--- config.mk ---
export PLATFORM = sky130hd
export DESIGN_NAME = arm_mem_loader
export DESIGN_NICKNAME = d
export VERILOG_FILES = /design/src/rtl/arm_loader_pkg.sv /design/src/rtl/arm_mem_loader.sv
export SDC_FILE = /design/constraint.sdc
export NUM_CORES = 1
export LEC_CHECK = 0
export ABC_AREA = 1
export CELL_PAD_IN_SITES_DETAIL_PLACEMENT = 1
export CELL_PAD_IN_SITES_GLOBAL_PLACEMENT = 1
export CORE_UTILIZATION = 30
export DETAILED_ROUTE_END_ITERATION = 12
export PLACE_DENSITY = 0.77
export REMOVE_ABC_BUFFERS = 1
export SLEW_MARGIN = 20
export SYNTH_ARGS = -nofsm -noshare
export SYNTH_HDL_FRONTEND = slang
export SYNTH_SLANG_ARGS = --single-unit
--- constraint.sdc ---
create_clock -name clk -period 2.03 [get_ports clk]
set_clock_uncertainty 0.1 [all_clocks]
set_input_delay 0.3045 -clock clk [delete_from_list [all_inputs] [get_ports clk]]
set_output_delay 0.3045 -clock clk [all_outputs]
set_load 0.02 [all_outputs]
--- src/rtl/arm_loader_pkg.sv ---
// Shared definitions for the ARM memory loader: FSM state encoding, header
// field positions and the END token.
// Optional feature macro used by the loader: LOADER_CHECKSUM_EN.
package arm_loader_pkg;

  typedef enum logic [2:0] {
    ST_HDR  = 3'd0,
    ST_DATA = 3'd1,
    ST_CHK  = 3'd2,
    ST_RUN  = 3'd3,
    ST_ERR  = 3'd4
  } ld_state_e;

  localparam int TGT_BIT  = 31;
  localparam int ADDR_MSB = 23;
  localparam int ADDR_LSB = 16;
  localparam int CNT_MSB  = 15;
  localparam int CNT_LSB  = 0;

  localparam logic [31:0] END_TOKEN = 32'hFFFF_FFFF;

endpackage

--- src/rtl/arm_mem_loader.sv ---
// Purpose : loads a 32-bit header/data word stream into instruction/data memory, holds the core until END.
// Latency : memory write strobe/addr/wdata registered, valid the cycle after the accepting transfer.
// Backpr. : in_ready high in HDR/DATA/CHK (1 word/clk), low in RUN/ERR (terminal until rst).
// Ports   : clk/rst (async active-high); in_valid/in_ready/in_data stream in;
//           ins_we/ins_addr/ins_wdata and dmem_we/dmem_addr/dmem_wdata memory write ports;
//           cpu_hold (core reset), done (END accepted), err (sticky protocol error).
// Macro   : LOADER_CHECKSUM_EN adds a trailer word per block that must equal the mod-2^32 data sum.
module arm_mem_loader
  import arm_loader_pkg::*;
#(
  parameter int INS_MEM_SIZE  = 32,
  parameter int DATA_MEM_SIZE = 64,
  parameter int IADDR_W       = 5,
  parameter int DADDR_W       = 6
) (
  input  logic               clk,
  input  logic               rst,
  input  logic               in_valid,
  output logic               in_ready,
  input  logic [31:0]        in_data,
  output logic               ins_we,
  output logic [IADDR_W-1:0] ins_addr,
  output logic [31:0]        ins_wdata,
  output logic               dmem_we,
  output logic [DADDR_W-1:0] dmem_addr,
  output logic [31:0]        dmem_wdata,
  output logic               cpu_hold,
  output logic               done,
  output logic               err
);

  // Depths widened by one bit so an 8-bit header address compares cleanly.
  localparam logic [8:0] INS_LIM  = 9'(INS_MEM_SIZE);
  localparam logic [8:0] DATA_LIM = 9'(DATA_MEM_SIZE);

  ld_state_e          state_q, state_d;
  logic               tgt_q, tgt_d;          // 0 = instruction memory, 1 = data memory
  logic [7:0]         addr_q, addr_d;        // start + k for the next data word
  logic [15:0]        rem_q, rem_d;          // words still expected in the block
  logic               in_ready_q, in_ready_d;
  logic               cpu_hold_q, cpu_hold_d;
  logic               done_q, done_d;
  logic               err_q, err_d;
  logic               ins_we_q, ins_we_d;
  logic               dmem_we_q, dmem_we_d;
  logic [IADDR_W-1:0] ins_addr_q, ins_addr_d;
  logic [DADDR_W-1:0] dmem_addr_q, dmem_addr_d;
  logic [31:0]        wdata_q, wdata_d;
`ifdef LOADER_CHECKSUM_EN
  logic [31:0]        sum_q, sum_d;
`endif

  logic       xfer;
  logic       hdr_tgt;
  logic [7:0] hdr_addr;
  logic [15:0] hdr_cnt;

  assign xfer     = in_valid & in_ready_q;
  assign hdr_tgt  = in_data[TGT_BIT];
  assign hdr_addr = in_data[ADDR_MSB:ADDR_LSB];
  assign hdr_cnt  = in_data[CNT_MSB:CNT_LSB];

  function automatic logic out_of_range(input logic tgt, input logic [7:0] a);
    return tgt ? ({1'b0, a} >= DATA_LIM) : ({1'b0, a} >= INS_LIM);
  endfunction

  always_comb begin
    state_d     = state_q;
    tgt_d       = tgt_q;
    addr_d      = addr_q;
    rem_d       = rem_q;
    ins_we_d    = 1'b0;
    dmem_we_d   = 1'b0;
    ins_addr_d  = ins_addr_q;
    dmem_addr_d = dmem_addr_q;
    wdata_d     = wdata_q;
`ifdef LOADER_CHECKSUM_EN
    sum_d       = sum_q;
`endif

    case (state_q)
      ST_HDR: begin
        if (xfer) begin
          // END is checked first: its address field (0xFF) would otherwise read as out of range.
          if (in_data == END_TOKEN) begin
            state_d = ST_RUN;
          end else if (out_of_range(hdr_tgt, hdr_addr)) begin
            state_d = ST_ERR;
          end else begin
            tgt_d  = hdr_tgt;
            addr_d = hdr_addr;
            rem_d  = hdr_cnt;
`ifdef LOADER_CHECKSUM_EN
            sum_d   = 32'd0;
            // An empty block still carries a (zero) trailer.
            state_d = (hdr_cnt != 16'd0) ? ST_DATA : ST_CHK;
`else
            state_d = (hdr_cnt != 16'd0) ? ST_DATA : ST_HDR;
`endif
          end
        end
      end

      ST_DATA: begin
        if (xfer) begin
          if (out_of_range(tgt_q, addr_q)) begin
            // Overflowing word is dropped; earlier words of the block stay written.
            state_d = ST_ERR;
          end else begin
            ins_we_d    = ~tgt_q;
            dmem_we_d   = tgt_q;
            ins_addr_d  = addr_q[IADDR_W-1:0];
            dmem_addr_d = addr_q[DADDR_W-1:0];
            wdata_d     = in_data;
            addr_d      = addr_q + 8'd1;
            rem_d       = rem_q - 16'd1;
`ifdef LOADER_CHECKSUM_EN
            sum_d = sum_q + in_data;
            if (rem_q == 16'd1) state_d = ST_CHK;
`else
            if (rem_q == 16'd1) state_d = ST_HDR;
`endif
          end
        end
      end

`ifdef LOADER_CHECKSUM_EN
      ST_CHK: begin
        if (xfer) state_d = (in_data == sum_q) ? ST_HDR : ST_ERR;
      end
`endif

      ST_RUN: state_d = ST_RUN;
      ST_ERR: state_d = ST_ERR;
      default: state_d = ST_ERR;
    endcase

    // Status outputs are registered copies of the next-state decode.
    in_ready_d = (state_d == ST_HDR) || (state_d == ST_DATA) || (state_d == ST_CHK);
    cpu_hold_d = (state_d != ST_RUN);
    done_d     = (state_d == ST_RUN);
    err_d      = (state_d == ST_ERR);
  end

  always_ff @(posedge clk or posedge rst) begin
    if (rst) begin
      state_q     <= ST_HDR;
      tgt_q       <= 1'b0;
      addr_q      <= 8'd0;
      rem_q       <= 16'd0;
      in_ready_q  <= 1'b1;
      cpu_hold_q  <= 1'b1;
      done_q      <= 1'b0;
      err_q       <= 1'b0;
      ins_we_q    <= 1'b0;
      dmem_we_q   <= 1'b0;
      ins_addr_q  <= '0;
      dmem_addr_q <= '0;
      wdata_q     <= 32'd0;
`ifdef LOADER_CHECKSUM_EN
      sum_q       <= 32'd0;
`endif
    end else begin
      state_q     <= state_d;
      tgt_q       <= tgt_d;
      addr_q      <= addr_d;
      rem_q       <= rem_d;
      in_ready_q  <= in_ready_d;
      cpu_hold_q  <= cpu_hold_d;
      done_q      <= done_d;
      err_q       <= err_d;
      ins_we_q    <= ins_we_d;
      dmem_we_q   <= dmem_we_d;
      ins_addr_q  <= ins_addr_d;
      dmem_addr_q <= dmem_addr_d;
      wdata_q     <= wdata_d;
`ifdef LOADER_CHECKSUM_EN
      sum_q       <= sum_d;
`endif
    end
  end

  assign in_ready   = in_ready_q;
  assign cpu_hold   = cpu_hold_q;
  assign done       = done_q;
  assign err        = err_q;
  assign ins_we     = ins_we_q;
  assign ins_addr   = ins_addr_q;
  assign ins_wdata  = wdata_q;
  assign dmem_we    = dmem_we_q;
  assign dmem_addr  = dmem_addr_q;
  assign dmem_wdata = wdata_q;

endmodule

==> metrics.yaml <==
status:
  status: "finished, final reports clean"
timing:
  slew_violations: 0
  finalHoldViolCount: 0
  finalWorstPathRequiredPeriod_ns: 1.87
  worst_pin_slew_ns: 0.395
  fin_crit_sh_pct: 92.0
  fmax_mhz: 536
  setup_violations: 0
  rsz0062_at_grt: "false"
  slew_headroom_pct: 73.5
  setup_slack_ns: 0.163
layout:
  fin_cells: 801
  drive_gt1_share_pct: 8.27
  diodes: 0
  final_area_um2: 5460
  fillers: 1597
  syn_to_final_growth_pct: 38.5
  nNetsFinal: 662
global_routing:
  grt_util_all_layers_pct: 19.0
  grt_pass1_vias: 4050
  antenna_found_initial: 0
  grt_pass1_wl_um: 19800
  grt_remaining_overflow: 0
  grt_max_degree: 73
critical_path:
  crit_chain: "clkdlybuf4s50_1"
  critPathKind: "register to output pin"
  startpoint: "in_ready"
  rr_startpoint: "in_ready"
  crit_required_ns: 1.63
  cp_slowest_cell: "clkdlybuf4s50_1"
  worst_ep_arrival_time_ns: 1.46
  crit_fanout: 2
  worst_path_dominant_cell_family: "buffers and inverters"
  cpPeakStageDelay_ns: 0.60
  critPathBufInv: 1
  critical_path.startpoint_type: "register"
  critPathCaptureType: "output pin"
synth:
  mappedNetlistArea_um2: 3940
  ys_warn_count: 0
  avgSynthCellArea_um2: 7.43
  synth_cell_types: 22
  seq_area_frac_synth_pct: 45.8
  synth_cells: 530
  yosys_register_bits: 72
floorplanning:
  fp.dieH_um: 117
  die_w_um: 117
  die_area_um2: 13600
  core_um2: 12700
  initial_utilization_pct: 31.0
  io_pins: 116
  row_count: 41
pwr:
  p_leak_nw: 2.48
  power_mw: 3.30
  power.density_nw_per_um2: 605
  peakVddDrop_mv: 0.371
clock_tree:
  root_buffer: "clkbuf_16"
  tritoncts: "built"
  clock_latency_ns: 0.34
  clkSlewWorstSetupHoldPaths_ns: 0.06
  clock-sinks: 72
  cts_buffers: 9
  h-tree-depth: 3
  clk_path_buf_depth: 2
job:
  drv_cap: 0
placed_design:
  dp_hpwl_um: 9120
  place_ws_ns: -0.116
  place_area_um2: 5130
  gp_congestion: 0.850
  place_inst: 785
  numPortBuffers: 115
drt:
  postRouteAntennaNets: 0
  finalWirelength_um: 12200
  drt_iter0_markers: 202
  vias: 3749
  dr.pass1.iters: 4
  wl_per_cell_um: 15.2
  drcViolationCount: 0
  viasPerCell: 4.68
hold_path:
  hp-class: "primary input to async pin"
==> state kept, by name (all words and copies together), names as in the netlist <==
| signal | flops |
|---|---|
| cpu_hold | 1 |
| dmem_we | 1 |
| tgt_q | 1 |
| ins_addr | 4 |
| done | 1 |
| dmem_wdata | 32 |
| addr_q | 8 |
| dmem_addr | 2 |
| in_ready | 1 |
| rem_q | 16 |
| state_q | 3 |
| err | 1 |
| ins_we | 1 |
==> area by class of cell <==
class                      count  area, um2  area share (%)
multi-input combinational    335       1490            27.4
sequential                    72       1800            33.1
timing repair buffer         136       1360            24.9
tap                          172        215            3.94
clock inverter                 4       51.3           0.940
clock buffer                  12        267            4.89
inverter                      70        265            4.86
==> cell usage in the layout (no fill, tap or decap), types with 4 or more instances in the layout <==
cell type        instances
nor2_1                  54
dfrtp_1                 70
a21oi_1                 19
buf_12                   4
clkbuf_16                9
o21ai_2                  4
clkdlybuf4s50_1        115
nand2_1                146
o21ai_1                 13
o21ai_0                 57
inv_1                   66
buf_4                   17
nand3_1                 26
==> where the power goes <==
| part | total, mW | switching, mW | internal [mW] |
|---|---|---|---|
| Sequential | 1.44 | 0 | 1.44 |
| Combinational | 0.191 | 0.0970 | 0.0942 |
| Clock | 1.67 | 0.619 | 1.05 |
| Total | 3.30 | 0.716 | 2.58 |
==> synthesized netlist by cell type <==
cell type  number  share of area (%)
dfstp_2         2                1.3
nand4_1         3               0.48
clkbuf_1        6               0.57
nand3_1        26                3.3
nor3_4          1               0.41
inv_2           2               0.19
o21ai_1        13                1.7
buf_4          42                8.0
o22ai_1         2               0.32
inv_1          67                6.4
dfrtp_1        70                 44
o21ai_0        57                7.2
ha_1            3               0.95
buf_6           3               0.86
a21oi_1        19                2.4
buf_2           2               0.25
nand3_2         2               0.51
o21ai_2         4               0.89
inv_4           1               0.16
nor2_1         56                5.3
nand2_1       146                 14
nor3_1          3               0.38
==> routing by layer <==
| metal | vias up | global-route usage [%] | wire length [um] |
|---|---|---|---|
| li1 | 1814 | - | - |
| met1 | 1823 | 21.6 | 5080 |
| met2 | 91 | 35.6 | 6360 |
| met3 | 21 | 2.80 | 501 |
| met4 | 0 | 7.43 | 269 |
| met5 | - | 0 | 0 |
==> final timing paths <==
| path | to | slack [ns] | cells after the start |
|---|---|---|---|
| hold reg to reg | dmem_addr[5] | 0.39 | 2 |
| setup / recovery | in_ready | 0.16 | 1 |
| hold / removal | dmem_wdata[24] | 0.28 | 3 |
| max in group asynchronous | cpu_hold | 1.23 | 3 |
| min in group clk | dmem_addr[5] | 0.39 | 2 |
| setup reg to reg | addr_q[2] | 0.26 | 8 |
==> logic make-up after synthesis <==
family                   count (synthesis)  synth area share, %
AND/OR/NAND/NOR                        237                 24.3
buffers and inverters                  123                 16.4
AO/OA/AOI/OAI                           95                 12.5
flip-flops                              72                 45.8
adder cells (fa/ha/maj)                  3                0.953
==> per-stage QoR <==
step           hold slack, ns  TNS [ns]  utilization [%]
2_1_floorplan           0.325    -44.88                -
3_3_place_gp            0.348   -0.0544             40.3
5_1_grt                 0.331         0             42.9
6_report                0.279         0             42.9
3_5_place_dp            0.365    -0.483             40.3
4_1_cts                 0.301         0             42.8
==> repair_timing <==
item,in CTS,in global routing
hold buffers,0,0
gates resized for setup,0,2
setup buffers,0,0
endpoints found under the setup margin,0,2
No activity file was read; power rests on OpenSTA's default activity.
